$ cat config.mk
export PLATFORM = sky130hd
export DESIGN_NAME = cv32e40s_obi_txn_tracker
export DESIGN_NICKNAME = d
export VERILOG_FILES = /design/src/rtl/cv32e40s_obi_txn_tracker.sv
export SDC_FILE = /design/constraint.sdc
export NUM_CORES = 1
export LEC_CHECK = 0
export CORE_MARGIN = 5
export CORE_UTILIZATION = 47
export DETAILED_ROUTE_END_ITERATION = 8
export DONT_BUFFER_PORTS = 1
export PLACE_DENSITY = 0.65
export SYNTH_ARGS = -nofsm -noshare
export SYNTH_HDL_FRONTEND = slang
export SYNTH_SLANG_ARGS = --single-unit
$ cat constraint.sdc
create_clock -name clk -period 2.4 [get_ports clk]
set_input_delay 0.48 -clock clk [delete_from_list [all_inputs] [get_ports clk]]
set_output_delay 0.48 -clock clk [all_outputs]
set_load 0.01 [all_outputs]
$ cat src/rtl/cv32e40s_obi_txn_tracker.sv
// OBI address-phase holder and outstanding-transaction counter between the MPU and the OBI bus.
// Attributes pass through until an accepted request is not granted, then they are held stable.
module cv32e40s_obi_txn_tracker #(
  parameter int unsigned MAX_OUTSTANDING = 2,
  parameter int unsigned CNT_W           = $clog2(MAX_OUTSTANDING + 1)
) (
  input  logic             clk,
  input  logic             rst_n,
  input  logic             trans_valid_i,
  output logic             trans_ready_o,
  input  logic [31:0]      trans_addr_i,
  input  logic             trans_we_i,
  input  logic [3:0]       trans_be_i,
  input  logic [31:0]      trans_wdata_i,
  input  logic [2:0]       trans_prot_i,
  input  logic [1:0]       trans_memtype_i,
  output logic             obi_req_o,
  input  logic             obi_gnt_i,
  output logic [31:0]      obi_addr_o,
  output logic             obi_we_o,
  output logic [3:0]       obi_be_o,
  output logic [31:0]      obi_wdata_o,
  output logic [2:0]       obi_prot_o,
  output logic [1:0]       obi_memtype_o,
  input  logic             obi_rvalid_i,
  input  logic [31:0]      obi_rdata_i,
  input  logic             obi_err_i,
  output logic             resp_valid_o,
  output logic [31:0]      resp_rdata_o,
  output logic             resp_err_o,
  output logic [CNT_W-1:0] outstanding_cnt_o,
  output logic             one_txn_pend_n_o
);

  typedef enum logic {StTransparent, StRegistered} state_e;

  state_e           r_state, w_state_n;
  logic [CNT_W-1:0] r_cnt, w_cnt_n;
  logic             w_full, w_accept, w_latch;

  logic [31:0] r_addr, r_wdata;
  logic        r_we;
  logic [3:0]  r_be;
  logic [2:0]  r_prot;
  logic [1:0]  r_memtype;

  assign w_full   = (r_cnt == CNT_W'(MAX_OUTSTANDING));
  assign w_accept = trans_valid_i && trans_ready_o;

  always_comb begin
    w_state_n     = r_state;
    w_latch       = 1'b0;
    trans_ready_o = 1'b0;
    obi_req_o     = 1'b0;
    obi_addr_o    = trans_addr_i;
    obi_we_o      = trans_we_i;
    obi_be_o      = trans_be_i;
    obi_wdata_o   = trans_wdata_i;
    obi_prot_o    = trans_prot_i;
    obi_memtype_o = trans_memtype_i;
    unique case (r_state)
      StTransparent: begin
        trans_ready_o = !w_full;
        obi_req_o     = trans_valid_i && !w_full;
        if (trans_valid_i && !w_full && !obi_gnt_i) begin
          w_latch   = 1'b1;
          w_state_n = StRegistered;
        end
      end
      StRegistered: begin
        obi_req_o     = 1'b1;
        obi_addr_o    = r_addr;
        obi_we_o      = r_we;
        obi_be_o      = r_be;
        obi_wdata_o   = r_wdata;
        obi_prot_o    = r_prot;
        obi_memtype_o = r_memtype;
        if (obi_gnt_i) begin
          w_state_n = StTransparent;
        end
      end
    endcase
  end

  // A response with nothing outstanding is a bus violation; the count saturates at zero.
  always_comb begin
    w_cnt_n = r_cnt;
    if (w_accept && !obi_rvalid_i) begin
      w_cnt_n = r_cnt + CNT_W'(1);
    end else if (!w_accept && obi_rvalid_i && (r_cnt != '0)) begin
      w_cnt_n = r_cnt - CNT_W'(1);
    end
  end

  always_ff @(posedge clk or negedge rst_n) begin
    if (!rst_n) begin
      r_state   <= StTransparent;
      r_cnt     <= '0;
      r_addr    <= '0;
      r_we      <= 1'b0;
      r_be      <= '0;
      r_wdata   <= '0;
      r_prot    <= '0;
      r_memtype <= '0;
    end else begin
      r_state <= w_state_n;
      r_cnt   <= w_cnt_n;
      if (w_latch) begin
        r_addr    <= trans_addr_i;
        r_we      <= trans_we_i;
        r_be      <= trans_be_i;
        r_wdata   <= trans_wdata_i;
        r_prot    <= trans_prot_i;
        r_memtype <= trans_memtype_i;
      end
    end
  end

  assign one_txn_pend_n_o  = (w_cnt_n == CNT_W'(1));
  assign outstanding_cnt_o = r_cnt;
  assign resp_valid_o      = obi_rvalid_i;
  assign resp_rdata_o      = obi_rdata_i;
  assign resp_err_o        = obi_err_i && obi_rvalid_i;

`ifndef SYNTHESIS
  rvalid_with_none_outstanding: assert property (
    @(posedge clk) disable iff (!rst_n) !(obi_rvalid_i && (r_cnt == '0)));
`endif

endmodule

### Yosys cells after proc, flatten, opt, wreduce, memory -nomap -nowiden

Index checks and enable logic that the tools add are counted.

* $add $sub $neg: 2
* equal/unequal tests: 2
* muxes and demuxes: 14
* bitwise gates (word level): 1
* reduce and logical (&&, ||, !) cells: 12

Operators by type and width (count)
* $mux 32: 2
* $logic_and 1x1->1: 7
* $mux 2: 3
* $mux 1: 5
* $logic_not 1->1: 4
* $mux 4: 1
* $pmux 1 s2: 2
* $mux 3: 1
* $add 2x1->2 const B: 1
* $eq 2x1->1 const B: 1
* $eq 2x2->1 const B: 1
* $reduce_bool 2->1: 1
* $sub 2x1->2 const B: 1
* $not 1->1: 1

* register bits: 77
* input bits: 112
* output and inout bits: 113
* logic and storage cells: 39

### Longest topological paths before layout

* depth in word-level cells: 10
* mapped depth: 7
* gate-level depth less buffers: 5

### Worst setup path before layout

OpenSTA, ideal clock, no wires.

* path kind: reg-to-output
* start point: register r_cnt[0] (netlist: outstanding_cnt_o[0])
* end point: output port one_txn_pend_n_o
* data arrival time: 1.701 ns
* required time: 1.920 ns
* setup slack: 0.219 ns
* stages on the path, launching flop included: 6
* path buffers: 0
* cells stage by stage: dfrtp_1 inv_1 ha_1 nor3b_4 mux2i_1 o311ai_0

* longest elaborated chain between the ends: 10
* elaborated cells between the ends (all ways): 14
* classes of those cells: 2 x add/sub; 2 x eq/ne; 3 x mux; 7 x reduce/logical

RTL lines
* start: declaration: RTL line 38 `logic [CNT_W-1:0] r_cnt, w_cnt_n;`
* start signal: assignment: RTL line 107 `r_cnt <= w_cnt_n;`
* $eq 2x2->1: RTL line 47 `assign w_full = (r_cnt == CNT_W'(MAX_OUTSTANDING));`
* $logic_not 1->1: RTL line 63 `trans_ready_o = !w_full;`
* $mux 1: RTL line 61 `unique case (r_state)`
* $logic_and 1x1->1: RTL line 48 `assign w_accept = trans_valid_i && trans_ready_o;`
* $logic_not 1->1: RTL line 90 `end else if (!w_accept && obi_rvalid_i && (r_cnt != '0)) begin`
* $logic_and 1x1->1 (2 in series): RTL line 90
* $mux 2: RTL line 90
* $mux 2 (*): RTL line 88 `if (w_accept && !obi_rvalid_i) begin`
* $eq 2x1->1 (*): RTL line 119 `assign one_txn_pend_n_o = (w_cnt_n == CNT_W'(1));`
* end: declaration: RTL line 32 `output logic one_txn_pend_n_o`

Every way passes the cells marked *; elsewhere a longest branch is shown, timed or not.

### Worst setup path after layout

Ends and elaborated chain as after synthesis.

==> impl_metrics.toml <==
[timing]
finalSetupViolCount = 0
rsz0062_at_grt = "yes"
max_slew_margin_pct = 73.42
worst_pin_slew_ns = 0.3987
finClkSkew_ns = 0.008320
slew_viol_final = 0
hold_viol = 0
period_needed_ns = 2.336
clock.fmax_mhz = 428.2
fin_tns_setup_ns = 0
finalCritPeriodShare_pct = 97.31
timing.hold.ws_ns = 0.01508

[power_and_ir_drop]
p_int_mw = 3.515
power_density_nw_per_um2 = 1170
p_comb_share_pct = 33.6
ir_drop_v = 0.0004851
power.share.clock_pct = 22.8
power.leakage_nw = 1.729
seq_power_share_pct = 43.6
p_sw_share_pct = 30.17
p_sw_mw = 1.518

[clock_network]
ctsLongestPathBuffers = 2
clk_pin_slew_ns = 0.08
cts-root-buf = "clkbuf_8"
cts_tree = "built"
cts_sinks = 77
cts-buffers-inserted = 9
insertion_delay_ns = 0.34
htreeDepth = 3

[synth]
yosys_warnings = 0
yosysMostFrequentCell = "mux2_2"
ys.flop_type = "dfrtp_1"
synth_edf_count = 0
yosys-top-cells-count = "88 x mux2_2, 77 x dfrtp_1, 60 x mux2_1"
ys_seq_elements = 77
ys_types = 26
synth_top_area_share_pct = 46.26
yosysTopAreaCell = "dfrtp_1"
async_flop_share_pct = 100.0
synth.area.top_cells = "dfrtp_1 46%, mux2_2 24%, mux2_1 16%"
avgSynthCellArea_sq_um = 13.98
synth_fp_nets = 412
syn_inst = 298
ys_seq_area_share_pct = 46.26
syn-cell-area_sq_um = 4165

[floorplan]
die_width_um = 104.1
row_count = 34
core_sq_um = 8678
die_area_sq_um = 10850
die_height_um = 104.1
io_pins = 225
initial_core_util_pct = 48.00

[finish]
fin_nets = 384
areaGrowthSynthToFinish_pct = 3.274
drive_above_1_share_pct = 43.80
fillers = 757
antennaDiodeCount = 0
design_area_sq_um = 4302
post-route-util_pct = 49.57

[critical_path]
reg2reg_from = "outstanding_cnt_o[1]"
end_kind = "output port"
crit_path_start_kind = "register"
worstPathMaxFanout = 6
cp.required_ns = 1.92
reg2reg_depth = 7
cp.arrival_ns = 1.86
reg2reg_slack_ns = 0.30
worstSetupPathType = "reg2out"
r2r-end = "r_addr[2]"

[routing]
post_drt_wl_per_cell_um = 20.77
routed_via_density = 5.662
drt-total-wl_mm = 7.935
drc = 0
drt_iter0_drc = 69
dr.pass1.iters = 4
vias = 2163
final_antenna_net_count = 0

[outcome]
status = "complete, no violations"

[grt]
grt_pass1_wl_mm = 12.77
grt_max_degree = 78
antenna_found_initial = 0
grt_pass1_vias = 2360
grt_usage_pct = 14.47
grt_overflow = 0

[placed_design]
portBuffers = 0
place_congestion = 0.6876
dp.final_hpwl_mm = 5.454
placed_area_sq_um = 3983

[flow_run]
cap_violations = 0

[min_path]
hold_class = "in2async"
[power by group through the flow]
stage	logic, mW	registers (mW)	clock network, mW
2_1_floorplan	1.42	2.14	0
3_3_place_gp	1.57	2.18	0
3_5_place_dp	1.60	2.21	0
4_1_cts	1.71	2.19	1.19
5_1_grt	1.86	2.27	1.25
6_report	1.69	2.20	1.15
[worst max-delay path: stages (launching register included)]
cell and delay (ns):
dfrtp_1 0.39, inv_2 0.14, ha_4 0.18, nor3b_4 0.05, buf_4 0.16, or3_1 0.34, o311ai_1 0.09, buf_4 0.17
[placed cells by master, fill, tap and decap left out, drive strengths merged]
cell type  synthesis  routed
mux2             148     148
dfrtp             77      77
clkbuf             4      11
buf               46      11
bufinv             0       3
inv                3       3
o211ai             2       2
ha                 2       2
mux2i              2       2
nand2b             1       1
nor3b              1       1
xnor2              1       1
or4b               1       1
nand3b             1       1
or3                1       1
nor3               1       1
nand2              1       1
o311ai             1       1
and2               1       1
a21o               1       1
nor2b              1       1
nor2               1       1
and2b              1       1
clkinvlp           0       1
[timing repair]
action	CTS	global route
buffers inserted	2	2
gates resized for setup	5	2
endpoints found under the setup margin	1	1
hold buffers	1	0
pin swaps	1	2
endpoints found under the hold margin	77	0
[cell type report]
class | count | area, sq um | area share, %
repair buffers | 11 | 131.4 | 3.054
multi-input cells | 168 | 1864 | 43.34
flip-flops and latches | 77 | 1931 | 44.88
clock buffers | 11 | 131.4 | 3.054
inverters | 3 | 11.26 | 0.2618
well taps | 108 | 135.1 | 3.141
clock inverters | 4 | 97.59 | 2.269
[through the flow]
stage               cells  setup slack, ns  power [mW]
finish                382          0.06449       5.033
global route          382         -0.03493       5.378
CTS                   380          0.02858       5.086
detailed placement    362           0.2023       3.817
global placement      362           0.2601       3.752
floorplan             298           0.2194       3.563
[sequential cells by signal, indices dropped and copies added (netlist names)]
name / count
r_state: 1
r_wdata: 32
r_we: 1
r_memtype: 2
r_prot: 3
outstanding_cnt_o: 2
r_be: 4
r_addr: 32
[worst max-delay path by stage]
stage,from,end,slack (ns),cells past startpoint
after global placement,outstanding_cnt_o[0],one_txn_pend_n_o,0.26,6
after global routing,outstanding_cnt_o[1],one_txn_pend_n_o,-0.03,6
after detailed placement,outstanding_cnt_o[0],one_txn_pend_n_o,0.20,6
final,outstanding_cnt_o[0],one_txn_pend_n_o,0.06,7
after floorplan,outstanding_cnt_o[0],one_txn_pend_n_o,0.22,5
after CTS,outstanding_cnt_o[1],one_txn_pend_n_o,0.03,7
[logic make-up after synthesis]
group	Yosys count	synth area share, %
buffers and inverters	53	9.733
AO/OA/AOI/OAI	4	0.7510
XOR/XNOR	1	0.2103
AND/OR/NAND/NOR	11	1.953
adder cells (fa/ha/maj)	2	0.6007
multiplexers	150	40.49
flip-flops	77	46.26
[metal layers]
layer	GRT usage, %	part of all wire [%]	vias up
met4	7.123	2.5	0
met3	8.628	13	21
met5	0	0	-
li1	-	-	968
met1	15.68	37	1062
met2	22.36	48	112
Power figures use the tool's default switching activity.
